**src/rtl/multicycle_ctrl_fsm_pkg.sv**
```systemverilog
// Shared types and encodings for the multicycle RV32 control FSM.
// Optional perf counters are enabled by defining MC_PERF_CNT_EN.
package riscv_ctrl_pkg;

  typedef enum logic [3:0] {
    S_FETCH    = 4'd0,
    S_DECODE   = 4'd1,
    S_MEMADR   = 4'd2,
    S_MEMREAD  = 4'd3,
    S_MEMWB    = 4'd4,
    S_MEMWRITE = 4'd5,
    S_EXEC_R   = 4'd6,
    S_EXEC_I   = 4'd7,
    S_ALUWB    = 4'd8,
    S_BEQ      = 4'd9,
    S_JAL      = 4'd10,
    S_TRAP     = 4'd11
  } mc_state_t;

  localparam logic [6:0] OP_LOAD   = 7'b0000011;
  localparam logic [6:0] OP_STORE  = 7'b0100011;
  localparam logic [6:0] OP_RTYPE  = 7'b0110011;
  localparam logic [6:0] OP_ITYPE  = 7'b0010011;
  localparam logic [6:0] OP_BRANCH = 7'b1100011;
  localparam logic [6:0] OP_JAL    = 7'b1101111;

  localparam logic [1:0] ALU_ADD   = 2'b00;
  localparam logic [1:0] ALU_SUB   = 2'b01;
  localparam logic [1:0] ALU_FUNCT = 2'b10;

  localparam logic [1:0] SRCA_PC    = 2'b00;
  localparam logic [1:0] SRCA_OLDPC = 2'b01;
  localparam logic [1:0] SRCA_RS1   = 2'b10;

  localparam logic [1:0] SRCB_RS2  = 2'b00;
  localparam logic [1:0] SRCB_IMM  = 2'b01;
  localparam logic [1:0] SRCB_FOUR = 2'b10;

  localparam logic [1:0] RES_ALUOUT    = 2'b00;
  localparam logic [1:0] RES_DATA      = 2'b01;
  localparam logic [1:0] RES_ALURESULT = 2'b10;

  // One bundle of every decoded control output; all-zero is the idle value.
  typedef struct packed {
    logic       mem_req;
    logic       mem_write;
    logic       adr_src;
    logic       ir_write;
    logic       pc_write;
    logic       reg_write;
    logic [1:0] alu_src_a;
    logic [1:0] alu_src_b;
    logic [1:0] result_src;
    logic [1:0] alu_op;
  } ctrl_t;

endpackage

```
**src/rtl/multicycle_ctrl_fsm_if.sv**
```systemverilog
// Control/status bundle between the control FSM (master) and the datapath (slave).
// Optional perf counters (MC_PERF_CNT_EN) are plain top-level ports, not part of this bundle.
interface multicycle_ctrl_fsm_if;
  import riscv_ctrl_pkg::*;

  // Memory handshake: an access completes in a cycle where mem_req and mem_ready are
  // both high; mem_req, adr_src and mem_write stay stable until that cycle.
  logic [6:0] op;
  logic [2:0] funct3;
  logic       zero;
  logic       mem_ready;

  logic       mem_req;
  logic       mem_write;
  logic       adr_src;
  logic       ir_write;
  logic       pc_write;
  logic       reg_write;
  logic [1:0] alu_src_a;
  logic [1:0] alu_src_b;
  logic [1:0] result_src;
  logic [1:0] alu_op;
  logic       illegal_instr;
  mc_state_t  dbg_state;

  modport master (
    input  op, funct3, zero, mem_ready,
    output mem_req, mem_write, adr_src, ir_write, pc_write, reg_write,
           alu_src_a, alu_src_b, result_src, alu_op, illegal_instr, dbg_state
  );

  modport slave (
    output op, funct3, zero, mem_ready,
    input  mem_req, mem_write, adr_src, ir_write, pc_write, reg_write,
           alu_src_a, alu_src_b, result_src, alu_op, illegal_instr, dbg_state
  );

endinterface

```
**src/rtl/multicycle_ctrl_fsm_perf_counters.sv**
```systemverilog
// Cycle and retired-instruction counters for the control FSM (used under MC_PERF_CNT_EN).
// Both wrap naturally at 2**CNT_W.
module mc_perf_counters #(
  parameter int CNT_W = 32
) (
  input  logic             clk,
  input  logic             rst,
  input  logic             instret_inc,
  output logic [CNT_W-1:0] cycle_cnt,
  output logic [CNT_W-1:0] instret_cnt
);

  always_ff @(posedge clk) begin
    if (rst) begin
      cycle_cnt   <= '0;
      instret_cnt <= '0;
    end else begin
      cycle_cnt <= cycle_cnt + CNT_W'(1);
      if (instret_inc) begin
        instret_cnt <= instret_cnt + CNT_W'(1);
      end
    end
  end

endmodule

```
**src/rtl/multicycle_ctrl_fsm.sv**
```systemverilog
// Main control FSM of the multicycle RV32 core: state register, next-state and output decode.
// Define MC_PERF_CNT_EN to add the cycle_cnt / instret_cnt performance counters.
module multicycle_ctrl_fsm
  import riscv_ctrl_pkg::*;
#(
  parameter int CNT_W = 32
) (
  input  logic                 clk,
  input  logic                 rst,
  multicycle_ctrl_fsm_if.master ctrl
`ifdef MC_PERF_CNT_EN
  ,
  output logic [CNT_W-1:0]     cycle_cnt,
  output logic [CNT_W-1:0]     instret_cnt
`endif
);

  mc_state_t state;
  mc_state_t state_d;
  logic      illegal_q;
  ctrl_t     c;

  always_ff @(posedge clk) begin
    if (rst) begin
      state     <= S_FETCH;
      illegal_q <= 1'b0;
    end else begin
      state <= state_d;
      if (state_d == S_TRAP) begin
        illegal_q <= 1'b1;
      end
    end
  end

  always_comb begin
    state_d = state;
    case (state)
      S_FETCH:    if (ctrl.mem_ready) state_d = S_DECODE;
      S_DECODE: begin
        case (ctrl.op)
          OP_LOAD, OP_STORE: state_d = S_MEMADR;
          OP_RTYPE:          state_d = S_EXEC_R;
          OP_ITYPE:          state_d = S_EXEC_I;
          // Only BEQ is implemented among the branches.
          OP_BRANCH:         state_d = (ctrl.funct3 == 3'b000) ? S_BEQ : S_TRAP;
          OP_JAL:            state_d = S_JAL;
          default:           state_d = S_TRAP;
        endcase
      end
      S_MEMADR:   state_d = ctrl.op[5] ? S_MEMWRITE : S_MEMREAD;
      S_MEMREAD:  if (ctrl.mem_ready) state_d = S_MEMWB;
      S_MEMWB:    state_d = S_FETCH;
      S_MEMWRITE: if (ctrl.mem_ready) state_d = S_FETCH;
      S_EXEC_R:   state_d = S_ALUWB;
      S_EXEC_I:   state_d = S_ALUWB;
      S_ALUWB:    state_d = S_FETCH;
      S_BEQ:      state_d = S_FETCH;
      S_JAL:      state_d = S_ALUWB;
      S_TRAP:     state_d = S_TRAP;
      default:    state_d = S_FETCH;
    endcase
  end

  // Reset masks every strobe so an aborted instruction cannot write anything.
  always_comb begin
    c = '0;
    if (!rst) begin
      case (state)
        S_FETCH: begin
          c.mem_req    = 1'b1;
          c.alu_src_a  = SRCA_PC;
          c.alu_src_b  = SRCB_FOUR;
          c.alu_op     = ALU_ADD;
          c.result_src = RES_ALURESULT;
          c.ir_write   = ctrl.mem_ready;
          c.pc_write   = ctrl.mem_ready;
        end
        S_DECODE: begin
          c.alu_src_a = SRCA_OLDPC;
          c.alu_src_b = SRCB_IMM;
          c.alu_op    = ALU_ADD;
        end
        S_MEMADR: begin
          c.alu_src_a = SRCA_RS1;
          c.alu_src_b = SRCB_IMM;
          c.alu_op    = ALU_ADD;
        end
        S_MEMREAD: begin
          c.mem_req = 1'b1;
          c.adr_src = 1'b1;
        end
        S_MEMWB: begin
          c.result_src = RES_DATA;
          c.reg_write  = 1'b1;
        end
        S_MEMWRITE: begin
          c.mem_req   = 1'b1;
          c.mem_write = 1'b1;
          c.adr_src   = 1'b1;
        end
        S_EXEC_R: begin
          c.alu_src_a = SRCA_RS1;
          c.alu_src_b = SRCB_RS2;
          c.alu_op    = ALU_FUNCT;
        end
        S_EXEC_I: begin
          c.alu_src_a = SRCA_RS1;
          c.alu_src_b = SRCB_IMM;
          c.alu_op    = ALU_FUNCT;
        end
        S_ALUWB: begin
          c.result_src = RES_ALUOUT;
          c.reg_write  = 1'b1;
        end
        S_BEQ: begin
          c.alu_src_a  = SRCA_RS1;
          c.alu_src_b  = SRCB_RS2;
          c.alu_op     = ALU_SUB;
          c.result_src = RES_ALUOUT;
          c.pc_write   = ctrl.zero;
        end
        S_JAL: begin
          c.alu_src_a  = SRCA_OLDPC;
          c.alu_src_b  = SRCB_FOUR;
          c.alu_op     = ALU_ADD;
          c.result_src = RES_ALUOUT;
          c.pc_write   = 1'b1;
        end
        default: c = '0;
      endcase
    end
  end

  assign ctrl.mem_req       = c.mem_req;
  assign ctrl.mem_write     = c.mem_write;
  assign ctrl.adr_src       = c.adr_src;
  assign ctrl.ir_write      = c.ir_write;
  assign ctrl.pc_write      = c.pc_write;
  assign ctrl.reg_write     = c.reg_write;
  assign ctrl.alu_src_a     = c.alu_src_a;
  assign ctrl.alu_src_b     = c.alu_src_b;
  assign ctrl.result_src    = c.result_src;
  assign ctrl.alu_op        = c.alu_op;
  assign ctrl.illegal_instr = illegal_q;
  assign ctrl.dbg_state     = state;

`ifdef MC_PERF_CNT_EN
  logic instret_inc;

  // TRAP never returns to FETCH on its own, so it never retires.
  assign instret_inc = (state != S_FETCH) && (state_d == S_FETCH);

  mc_perf_counters #(.CNT_W(CNT_W)) u_perf (
    .clk         (clk),
    .rst         (rst),
    .instret_inc (instret_inc),
    .cycle_cnt   (cycle_cnt),
    .instret_cnt (instret_cnt)
  );
`else
  // CNT_W only sizes the counters; this keeps it referenced in the counter-less build.
  if (CNT_W < 1) begin : g_bad_cnt_w
  end
`endif

endmodule

```
**src/flat_wrapper.sv**
```systemverilog
// flat-port wrapper written by rule: the top's interface ports become plain ports
module multicycle_ctrl_fsm_flat import riscv_ctrl_pkg::*;
#(
  parameter int CNT_W = 32
)
  (clk, rst, ctrl_op, ctrl_funct3, ctrl_zero, ctrl_mem_ready, ctrl_mem_req, ctrl_mem_write, ctrl_adr_src, ctrl_ir_write, ctrl_pc_write, ctrl_reg_write, ctrl_alu_src_a, ctrl_alu_src_b, ctrl_result_src, ctrl_alu_op, ctrl_illegal_instr, ctrl_dbg_state);
  multicycle_ctrl_fsm_if ctrl_i ();
  input  logic clk;
  input  logic rst;
  input wire logic [$bits(ctrl_i.op)-1:0] ctrl_op;
  input wire logic [$bits(ctrl_i.funct3)-1:0] ctrl_funct3;
  input wire logic [$bits(ctrl_i.zero)-1:0] ctrl_zero;
  input wire logic [$bits(ctrl_i.mem_ready)-1:0] ctrl_mem_ready;
  output wire logic [$bits(ctrl_i.mem_req)-1:0] ctrl_mem_req;
  output wire logic [$bits(ctrl_i.mem_write)-1:0] ctrl_mem_write;
  output wire logic [$bits(ctrl_i.adr_src)-1:0] ctrl_adr_src;
  output wire logic [$bits(ctrl_i.ir_write)-1:0] ctrl_ir_write;
  output wire logic [$bits(ctrl_i.pc_write)-1:0] ctrl_pc_write;
  output wire logic [$bits(ctrl_i.reg_write)-1:0] ctrl_reg_write;
  output wire logic [$bits(ctrl_i.alu_src_a)-1:0] ctrl_alu_src_a;
  output wire logic [$bits(ctrl_i.alu_src_b)-1:0] ctrl_alu_src_b;
  output wire logic [$bits(ctrl_i.result_src)-1:0] ctrl_result_src;
  output wire logic [$bits(ctrl_i.alu_op)-1:0] ctrl_alu_op;
  output wire logic [$bits(ctrl_i.illegal_instr)-1:0] ctrl_illegal_instr;
  output wire logic [$bits(ctrl_i.dbg_state)-1:0] ctrl_dbg_state;
  assign ctrl_i.op = ctrl_op;
  assign ctrl_i.funct3 = ctrl_funct3;
  assign ctrl_i.zero = ctrl_zero;
  assign ctrl_i.mem_ready = ctrl_mem_ready;
  assign ctrl_mem_req = ctrl_i.mem_req;
  assign ctrl_mem_write = ctrl_i.mem_write;
  assign ctrl_adr_src = ctrl_i.adr_src;
  assign ctrl_ir_write = ctrl_i.ir_write;
  assign ctrl_pc_write = ctrl_i.pc_write;
  assign ctrl_reg_write = ctrl_i.reg_write;
  assign ctrl_alu_src_a = ctrl_i.alu_src_a;
  assign ctrl_alu_src_b = ctrl_i.alu_src_b;
  assign ctrl_result_src = ctrl_i.result_src;
  assign ctrl_alu_op = ctrl_i.alu_op;
  assign ctrl_illegal_instr = ctrl_i.illegal_instr;
  assign ctrl_dbg_state = ctrl_i.dbg_state;
  multicycle_ctrl_fsm #(.CNT_W(CNT_W)) u_core (.clk(clk), .rst(rst), .ctrl(ctrl_i));
endmodule
```
**config.mk**
```make
export PLATFORM = sky130hd
export DESIGN_NAME = multicycle_ctrl_fsm_flat
export DESIGN_NICKNAME = d
export VERILOG_FILES = /design/src/rtl/multicycle_ctrl_fsm_pkg.sv /design/src/rtl/multicycle_ctrl_fsm_if.sv /design/src/rtl/multicycle_ctrl_fsm_perf_counters.sv /design/src/rtl/multicycle_ctrl_fsm.sv /design/src/flat_wrapper.sv
export SDC_FILE = /design/constraint.sdc
export NUM_CORES = 1
export LEC_CHECK = 0
export CAP_MARGIN = 20
export CORE_MARGIN = 4
export CORE_UTILIZATION = 34
export DETAILED_ROUTE_END_ITERATION = 6
export GPL_TIMING_DRIVEN = 1
export MAX_ROUTING_LAYER = met4
export PLACE_DENSITY = 0.74
export SLEW_MARGIN = 40
export SYNTH_ARGS = -nofsm -noshare
export SYNTH_HDL_FRONTEND = slang
export SYNTH_HIERARCHICAL = 1
export SYNTH_SLANG_ARGS = --single-unit
```
**constraint.sdc**
```tcl
create_clock -name clk -period 1.7 [get_ports clk]
set_clock_uncertainty 0.2 [all_clocks]
set_input_delay 0.425 -clock clk [delete_from_list [all_inputs] [get_ports clk]]
set_output_delay 0.425 -clock clk [all_outputs]
set_load 0.1 [all_outputs]
```
==> results of run 1 <==
[stage by stage]
stage	setup TNS (ns)	area, sq um
2_1_floorplan	-12.14	795.8
3_3_place_gp	-9.457	1513
3_5_place_dp	-10.25	1513
[cells by family after synthesis]
logic type / count (synthesis) / share of synthesized area, %
buf+inv: 13 / 10.06
xor+xnor: 1 / 1.438
compound gates: 17 / 21.77
flops: 5 / 16.43
mux: 2 / 3.286
simple gates: 48 / 47.02
[cells in the mapped netlist (4+ instances only)]
library cell,number,area share [%]
dfxtp_1,5,16
buf_2,4,3.3
nand2b_1,4,4.1
a21oi_1,6,4.9
nor2b_1,4,4.1
nor4_1,4,4.1
nand2_1,5,3.1
nor2_1,10,6.2
inv_1,6,3.7
nor3_1,7,5.7
==> impl_metrics.tcl, run 1 <==
set metrics [dict create \
    failing_step "4_1_cts" \
    cts-root-buf "clkbuf_4" \
    io_pins 33 \
    synth_seq_cells 5 \
    syn_area_per_cell_sq_um 7.085 \
    core.rowCount 15 \
    syn_area_sq_um 609.3 \
    status "did not finish" \
    gp_congestion 0.7711 \
    stop_error "[ERROR DPL-0038] Utilization greater than 100%, impossible to legalize" \
    ctsHoldBuffers 0 \
    dpl.hpwl_microns 2391 \
    cts_made_buffers 3 \
    async_flop_share_pct 0 \
    ys_types 35 \
    dpl.cell_count 169 \
    cts_num_sinks 5 \
    netlist_instances 86 \
    die_x_microns 50.34 \
    pre_cts_slack_ns -0.7102 \
    start_util_pct 35.68 \
    portBuffers 32 \
    yosysSeqAreaShare_pct 16.43 \
    synth-edff-count 0 \
    cts_buffer_depth 2 \
    die_height_microns 50.34 \
    h-tree-depth 1 \
    yosys_warnings 6 \
    post_cts_buffers 15 \
    syn_nets 100 \
    synthFlopType "dfxtp_1" \
    ctsResizeCount 36 \
]
==> run 2, diff against run 1 <==
- CORE_AREA: default -> 4 4 65 67
- CORE_MARGIN: 4 -> default
- CORE_UTILIZATION: 34 -> default
- DIE_AREA: default -> 0 0 69 71
- MAX_ROUTING_LAYER: met4 -> default
- PLACE_DENSITY: 0.74 -> default
- PLACE_DENSITY_LB_ADDON: default -> 0.15
- clock period: 1.7 -> 2.2 ns (I/O delays scaled with it)
==> run 2 against run 1 <==
  * The flow now finishes, with violations (setup timing)
  * Area after synthesis unchanged
  * Synthesized cell count did not move
==> impl_metrics.tcl, run 2 <==
set metrics [dict create \
    yosysTopAreaCellShare_pct 16.43 \
    utilization_pct 45.80 \
    clk_latency_ns 0.22 \
    routedWlPerCell_microns 12.47 \
    fmax_mhz 446.0 \
    critPathBufInv 3 \
    async_flop_share_pct 0 \
    syn_nets 100 \
    dieArea_sq_mm 0.004899 \
    cts_buffer_depth 2 \
    ir_drop_v 0.0009296 \
    period_minus_slack_ns 2.242 \
    crit_required_ns 1.45 \
    yosysSeqAreaShare_pct 16.43 \
    fin_nets 161 \
    coreArea_sq_mm 0.003633 \
    cpMaxStageDelayCell "nor4_4" \
    grt_usage_pct 9.543 \
    drc 0 \
    synthFlopType "dfxtp_1" \
    violations "setup timing" \
    portBuffers 32 \
    setup_violations 3 \
    yosysMostFrequentCell "nor2_1" \
    yosys_warnings 6 \
    dpl.hpwl_microns 1818 \
    vias 865 \
    ys_types 35 \
    antenna_cells 0 \
    tns_ns -0.04654 \
    critPathMaxFanout 3 \
    path_depth 5 \
    critPathMaxStageDelay_ns 0.26 \
    r2r.worst_path.cells 5 \
    cts_num_sinks 5 \
    cp-end-kind "output pin" \
    syn_to_final_growth_pct 173.1 \
    die_height_microns 71 \
    synth_seq_cells 5 \
    synth-edff-count 0 \
    cpMostUsedCell "buf_6" \
    status "finished with violations" \
    dr.pass1.iters 4 \
    final_cell_mix "buf_4, buf_12, clkdlybuf4s50_1, nor2_4, buf_6" \
    cts_made_buffers 3 \
    fill_cells 356 \
    fin_crit_sh_pct 101.9 \
    max_cap_violations 0 \
    cts-root-buf "clkbuf_8" \
    antenna_found_initial 0 \
    maxSlewHeadroom_pct 72.28 \
    largest_reg_flops 4 \
    tritoncts "done" \
    min_path_type "register to register" \
    grt_overflow 0 \
    arrival_ns 1.49 \
    routed_wl_microns 2419 \
    final_cell_area_sq_mm 0.001664 \
    h-tree-depth 1 \
    gp_congestion 0.7392 \
    io_pins 33 \
    start_util_pct 16.77 \
    startpoint_type "primary input" \
    place_area_sq_mm 0.001403 \
    drive_gt1_share_pct 63.01 \
    grt_start_max_net_pins 19 \
    synth_commonest_cells "nor2_1, nor3_1, a21oi_1, inv_1" \
    syn_area_sq_um 609.3 \
    viasPerCell 4.459 \
    layout_setup_ws_ns -0.04229 \
    final-hold-violation-count 0 \
    whs_path_depth 2 \
    worst_slew_pin_slew_ns 0.4105 \
    die_x_microns 69 \
    drtIter0Drc 15 \
    core.rowCount 22 \
    yosysTopAreaCell "dfxtp_1" \
    syn_area_per_cell_sq_um 7.085 \
    rsz0062_at_grt "true" \
    grt_pass1_wl_microns 3926 \
    crit_chain "buf_6, or2_4, buf_6, nor4_4, buf_12" \
    netlist_top_cells_area "dfxtp_1, nor2_1, nor3_1, a21oi_1, nand2b_1" \
    worstSetupPathType "primary input to output pin" \
    finalPower_w 0.002334 \
    power.leakage_nw 0.6299 \
    netlist_instances 86 \
    grt_pass1_vias 859 \
    p_per_area_mw_per_mm2 1403 \
    drv_slew 0 \
    cts.clk_slew.worst_paths_ns 0.03 \
    ant_nets 0 \
    final_common_cell "buf_4" \
    crit_family "simple AND/OR/NAND/NOR gates" \
]
run 2: cell counts after synthesis:
Identical to the previous run, type by type.
run 2: cells by family (layout without fill, tap and decap cells):
family                 count (synthesis)  in the layout  synth area share [%]
XOR/XNOR                               1              1                 1.438
AND/OR/NAND/NOR                       48             48                 47.02
flip-flops                             5              5                 16.43
multiplexers                           2              2                 3.286
buffers and inverters                 13             73                 10.06
AO/OA/AOI/OAI                         17             17                 21.77
run 2: metal layers:
metal	global-route usage, %	routed length [microns]
met4	1.302	0
met5	0	0
met2	17.80	1340
met1	11.12	979
met3	2.557	99
run 2: report_power, final:
group / total (W) / internal, W / switching (W)
combinational: 0.00197 / 0.000816 / 0.00115
clock: 0.000169 / 0.000124 / 0.0000445
sequential: 0.000197 / 0.000131 / 0.0000660
total: 0.00233 / 0.00107 / 0.00126
run 2: final timing paths:
| kind | endpoint | start | slack, ns |
|---|---|---|---|
| max | ctrl_alu_src_b[1] | rst | -0.04 |
| min | u_core/ctrl.illegal_instr | u_core/ctrl.illegal_instr | 0.32 |
| max reg2reg | u_core/ctrl.illegal_instr | u_core/ctrl.dbg_state[1] | 0.44 |
| min reg2reg | u_core/ctrl.illegal_instr | u_core/ctrl.illegal_instr | 0.32 |
run 2: worst min-delay path, delay by kind of cell, from the launching register on:
family,cells,cell delay [ns]
AO/OA/AOI/OAI,1,0.07
buffers and inverters,1,0.08
flip-flops,1,0.32
run 2: stage by stage:
step                      setup slack (ns)  instances  hold WS, ns
after floorplan                     -1.173         86       0.5881
after global placement             -0.4429        172       0.3130
after detailed placement           -0.4694        172       0.3201
after CTS                          -0.1265        185       0.3299
after global routing              -0.07260        194       0.3630
final                             -0.04229        194       0.3215
run 2: final cells by class:
class	count	area, sq um	area share [%]
timing repair buffer	63	769.5	46.24
multi-input combinational	68	648.1	38.95
sequential	5	115.1	6.917
tap	48	60.06	3.609
clock buffer	4	45.04	2.707
inverter	6	26.28	1.579
run 2: repair_timing:
item | in CTS | in global routing
resized for setup | 13 | 16
setup buffers | 9 | 9
endpoints found under the hold margin | 0 | 0
pin swaps | 7 | 7
endpoints found under the setup margin | 14 | 13
hold buffers | 0 | 0
Note: power is estimated with default switching activity, not from simulation.
